File: config.mk
export PLATFORM = sky130hd
export DESIGN_NAME = mdu_iter
export DESIGN_NICKNAME = d
export VERILOG_FILES = /design/src/rtl/mdu_iter.sv
export SDC_FILE = /design/constraint.sdc
export NUM_CORES = 1
export LEC_CHECK = 0
export ABC_AREA = 1
export BUFFER_PORTS_ARGS = -buffer_cell sky130_fd_sc_hd__buf_4
export CORE_UTILIZATION = 50
export CTS_CLUSTER_SIZE = 12
export DETAILED_ROUTE_END_ITERATION = 10
export HOLD_SLACK_MARGIN = 0.03
export PLACE_DENSITY = 0.69
export SLEW_MARGIN = 20
export SYNTH_ARGS = -nofsm -noshare
export SYNTH_HDL_FRONTEND = slang
export SYNTH_SLANG_ARGS = --single-unit
File: constraint.sdc
create_clock -name clk -period 4 [get_ports clk]
set_input_delay 0.2 -clock clk [delete_from_list [all_inputs] [get_ports clk]]
set_output_delay 0.2 -clock clk [all_outputs]
set_load 0.005 [all_outputs]
File: src/rtl/mdu_iter.sv
// Iterative unsigned multiply/divide/modulo unit for the execute stage.
// Processes one bit per clock: shift-add multiply, restoring divide.
module mdu_iter #(
  parameter int WIDTH = 16,
  parameter int CW    = 5
) (
  input  logic             clk,
  input  logic             rst,
  input  logic             start,
  input  logic [3:0]       op,
  input  logic [WIDTH-1:0] a,
  input  logic [WIDTH-1:0] b,
  output logic             busy,
  output logic             done,
  output logic [WIDTH-1:0] result,
  output logic [WIDTH-1:0] result_hi,
  output logic             div_zero
);

  localparam logic [3:0] OP_MUL = 4'b1000;
  localparam logic [3:0] OP_DIV = 4'b1001;
  localparam logic [3:0] OP_MOD = 4'b1010;

  typedef enum logic [1:0] {S_IDLE, S_RUN, S_DONE} state_t;

  state_t             state_reg, state_next;
  logic [3:0]         op_reg;
  logic [CW-1:0]      cnt_reg;
  logic [WIDTH-1:0]   mcand_reg;
  logic [2*WIDTH-1:0] prod_reg;
  logic [WIDTH-1:0]   divisor_reg;
  logic [WIDTH-1:0]   quo_reg;
  logic [WIDTH-1:0]   rem_reg;
  logic [WIDTH-1:0]   result_reg;
  logic [WIDTH-1:0]   result_hi_reg;
  logic               div_zero_reg;

  logic               op_valid;
  logic               accept;
  logic               zero_div;
  logic               last_iter;
  logic [WIDTH:0]     mul_sum;
  logic [2*WIDTH-1:0] prod_next;
  logic [WIDTH:0]     div_shift;
  logic [WIDTH:0]     div_trial;
  logic               div_ge;
  logic [WIDTH-1:0]   rem_next;
  logic [WIDTH-1:0]   quo_next;

  assign op_valid  = (op == OP_MUL) || (op == OP_DIV) || (op == OP_MOD);
  assign accept    = (state_reg == S_IDLE) && start && op_valid;
  assign zero_div  = (op != OP_MUL) && (b == '0);
  assign last_iter = (state_reg == S_RUN) && (cnt_reg == CW'(WIDTH - 1));

  // Multiply: high half accumulates the multiplicand, whole product shifts right.
  assign mul_sum   = {1'b0, prod_reg[2*WIDTH-1:WIDTH]}
                   + (prod_reg[0] ? {1'b0, mcand_reg} : {(WIDTH+1){1'b0}});
  assign prod_next = {mul_sum, prod_reg[WIDTH-1:1]};

  // Divide: the remainder is always below the divisor, so a borrow out of
  // bit WIDTH of the trial subtract means "does not fit".
  assign div_shift = {rem_reg, quo_reg[WIDTH-1]};
  assign div_trial = div_shift - {1'b0, divisor_reg};
  assign div_ge    = ~div_trial[WIDTH];
  assign rem_next  = div_ge ? div_trial[WIDTH-1:0] : div_shift[WIDTH-1:0];
  assign quo_next  = {quo_reg[WIDTH-2:0], div_ge};

  always_ff @(posedge clk) begin
    if (rst) state_reg <= S_IDLE;
    else     state_reg <= state_next;
  end

  always_comb begin
    state_next = state_reg;
    case (state_reg)
      S_IDLE: if (accept) state_next = zero_div ? S_DONE : S_RUN;
      S_RUN:  if (last_iter) state_next = S_DONE;
      S_DONE: state_next = S_IDLE;
      default: state_next = S_IDLE;
    endcase
  end

  always_comb begin
    busy = (state_reg != S_IDLE);
    done = (state_reg == S_DONE);
  end

  always_ff @(posedge clk) begin
    if (rst) begin
      op_reg        <= '0;
      cnt_reg       <= '0;
      mcand_reg     <= '0;
      prod_reg      <= '0;
      divisor_reg   <= '0;
      quo_reg       <= '0;
      rem_reg       <= '0;
      result_reg    <= '0;
      result_hi_reg <= '0;
      div_zero_reg  <= 1'b0;
    end else begin
      case (state_reg)
        S_IDLE: begin
          if (accept) begin
            op_reg       <= op;
            cnt_reg      <= '0;
            mcand_reg    <= a;
            prod_reg     <= {{WIDTH{1'b0}}, b};
            divisor_reg  <= b;
            quo_reg      <= a;
            rem_reg      <= '0;
            div_zero_reg <= zero_div;
            if (zero_div) begin
              result_reg    <= (op == OP_DIV) ? {WIDTH{1'b1}} : a;
              result_hi_reg <= '0;
            end
          end
        end
        S_RUN: begin
          cnt_reg <= cnt_reg + CW'(1);
          if (op_reg == OP_MUL) begin
            prod_reg <= prod_next;
          end else begin
            rem_reg <= rem_next;
            quo_reg <= quo_next;
          end
          if (last_iter) begin
            case (op_reg)
              OP_MUL: begin
                result_reg    <= prod_next[WIDTH-1:0];
                result_hi_reg <= prod_next[2*WIDTH-1:WIDTH];
              end
              OP_DIV: begin
                result_reg    <= quo_next;
                result_hi_reg <= '0;
              end
              default: begin
                result_reg    <= rem_next;
                result_hi_reg <= '0;
              end
            endcase
          end
        end
        default: ;
      endcase
    end
  end

  assign result    = result_reg;
  assign result_hi = result_hi_reg;
  assign div_zero  = div_zero_reg;

endmodule

==> run summary <==
Crit path required time: 4.30 ns
sequential cell area fraction in the yosys report: 0.3531
Routed Antenna Nets: 0
final net count: 1286
Place WS: 1.217 ns
post-cts gate resize count: 0
number of instances in the synthesized netlist: 1166
number of core rows: 45
number of global-route vias before repair: 6779
yosys warns: 0
unrepaired setup endpoints after global routing: false
number of port buffers: 73
net switching component of the power: 1495 µW
worst-case clock buffer depth: 2
tightest slew margin relative to the limit: 0.3597
logic gate share of total power: 0.264
CP endpoint kind: flip-flop
clock insertion delay at the later pin of the skew report: 0.42 ns
clock sink count: 140
internal power: 3252 µW
Area contributors post-synth: sky130_fd_sc_hd__dfxtp_1 (35%), sky130_fd_sc_hd__nand2_1 (14%), sky130_fd_sc_hd__a21oi_1 (7.1%)
Max Transition Viols Final: 0
antenna violations before repair: 0
H-Tree Level Count: 4
total of endpoints with negative setup slack in the final report: 0
first-pass GRT wire length: 36.23 mm
Worst-path clk slew: 0.06 ns
result of the run: complete, no violations
pin slew with the least headroom to its limit: 0.9604 ns
Fmax: 334.4 MHz
post-synthesis cell area: 7936 µm²
Global Route met1 Usage: 0.4351
pin count of the biggest net entering global routing: 56
post-detailed-route via-to-cell ratio: 5.422
core box area: 15370 µm²
Arr. time, crit path: 3.29 ns
count of different cell masters after synthesis: 44
max-capacitance violation count: 0
Layout Skew: 0.009681 ns
met2 Resource Use GR: 0.4025
net count after synthesis: 1241
Crit Path Max Fanout: 17
Die Footprint: 16380 µm²
routed length per instance: 15.61 µm
Post-synth EDFFs: 0
# diodes: 0
combined global-route utilization of all metal layers: 0.2850
static leakage: 0.004305 µW
starting utilization of the core area: 0.5163
Initial DRT Pass Iterations: 5
routability congestion estimate from global placement: 0.9347
post-synthesis cell type with the largest combined area: sky130_fd_sc_hd__dfxtp_1
Seq pwr share: 0.320
setup ws final: 1.010 ns
HPWL reported at the end of detailed placement: 16.03 mm
switching power as a share of total power: 0.3149
worst ir drop on vdd: 0.3854 mV
library cell with the highest instance count after synthesis: sky130_fd_sc_hd__nand2_1
number of placed instances, taps included: 1402
number of top-level pins: 74
Routed Wire Length: 22.40 mm
TritonCTS Buffers: 17
aggregate negative setup slack: 0 ns
minimum clock period: 2.990 ns
critical path class: reg2reg
vias after detailed routing: 7780
clock root buffer: sky130_fd_sc_hd__clkbuf_16
floorplan die width: 128.0 µm
met3 usage: 0.04967
die outline height: 128.0 µm
CTS Hold Buffers Added: 1
post-synthesis average cell area: 6.806 µm²
number of synthesized register bits: 140
areal power density over the cells: 510.1 nW/µm²
final cell count without fillers: 1435
most common library cells after synthesis: sky130_fd_sc_hd__nand2_1 (286), sky130_fd_sc_hd__dfxtp_1 (140), sky130_fd_sc_hd__inv_1 (127)
Final Cycle Share: 0.7475
clock share of power: 0.416
number of flip-flops under the largest register name: 32
layer with the highest usage after global routing: met1
startpoint type of the worst setup path: flip-flop
DRC viols: 0
Synth Flop Type: sky130_fd_sc_hd__dfxtp_1
growth of design area from synthesis to finish: 17.25%
kind of path behind the tightest hold check: in2reg
overflow left after global routing: 0
post-CTS setup buffer count: 0
proportion of synthesized flip-flops having asynchronous set or reset: 0
fraction of layout cells with a size suffix above 1: 0.1340
final count of hold timing violations: 0
Initial DRC Count: 724
fraction of synthesized cell area taken by the top area cell type: 0.3531
CTS tree: yes
==> layer usage <==
layer / up-vias / share of wire / wire (µm)
met5: - / 0 / 0
met4: 0 / 0.017 / 390
met3: 28 / 0.064 / 1440
met2: 286 / 0.41 / 9123
met1: 3534 / 0.51 / 11440
li1: 3932 / - / -
==> worst max-delay path, cell delays in order (launching register included) <==
cell and delay (ns):
sky130_fd_sc_hd__dfxtp_1 0.64, sky130_fd_sc_hd__nand2_1 0.10, sky130_fd_sc_hd__inv_1 0.08, sky130_fd_sc_hd__ha_1 0.15, sky130_fd_sc_hd__inv_1 0.06, sky130_fd_sc_hd__fa_1 0.37
sky130_fd_sc_hd__inv_1 0.10, sky130_fd_sc_hd__nand3_1 0.08, sky130_fd_sc_hd__nand2_1 0.11, sky130_fd_sc_hd__inv_1 0.07, sky130_fd_sc_hd__o21ai_0 0.42, sky130_fd_sc_hd__nand3_1 0.21
sky130_fd_sc_hd__nand2_1 0.13, sky130_fd_sc_hd__nand2_1 0.06, sky130_fd_sc_hd__nand3_1 0.09, sky130_fd_sc_hd__nor2_1 0.05, sky130_fd_sc_hd__a21oi_1 0.11, sky130_fd_sc_hd__nor2_1 0.05
==> through the flow <==
| step | hold slack [ns] | util | total power, µW | area, µm² |
|---|---|---|---|---|
| global route | 0.06730 | 0.6054 | 4981 | 9305 |
| global placement | 0.4310 | 0.5564 | 2765 | 8552 |
| finish | 0.05975 | 0.6054 | 4747 | 9305 |
| CTS | 0.04257 | 0.6052 | 4749 | 9303 |
| detailed placement | 0.4368 | 0.5564 | 2770 | 8552 |
| floorplan | 0.3349 | - | 2489 | 7936 |
==> path summary, 6_finish.rpt <==
kind / startpoint / to / slack, ns / depth (start not counted)
worst max register to register: prod_reg[0] / result_hi[13] / 1.01 / 17
worst max-delay path: prod_reg[0] / result_hi[13] / 1.01 / 17
worst min-delay path: op[1] / op_reg[1] / 0.06 / 3
worst min register to register: op_reg[2] / op_reg[2] / 0.45 / 2
==> logic make-up after synthesis <==
logic type,share of synthesized area
buffers and inverters,0.09806
and+or+nand+nor,0.2913
xor gates and xnor gates,0.007725
adders and majority gates,0.05865
DFF,0.3531
AOI/OAI and AO/OA,0.1911
==> area by class of cell <==
type	instances	area, µm²
fill	1470	6066
multi-input combinational	834	4365
sequential	140	2803
timing repair buffer	83	625.6
inverter	135	506.7
clock buffer	22	484.2
tap	211	264.0
clock inverter	10	256.5
==> power groups by stage <==
stage                     clock network, µW  logic, µW  registers, µW
after floorplan                           0        960           1530
after global placement                    0       1220           1550
after detailed placement                  0       1220           1550
after CTS                              2000       1230           1520
after global routing                   2050       1400           1530
final                                  1980       1250           1520
==> cell usage in the layout, fill, tap and decap left out, drive strengths merged, types with 2 or more instances in the layout <==
master	count
or2	9
xnor2	3
nor2	114
nand3	63
a221oi	29
a31oi	17
nand4	10
o21ai	94
nand3b	17
buf	82
fa	2
nor3	8
clkbuf	22
bufinv	8
nand2	298
xor2	4
a211oi	2
dfxtp	140
a21o	3
and2	4
a21oi	116
ha	34
o21bai	2
inv	135
(Power assumes the default switching activity.)
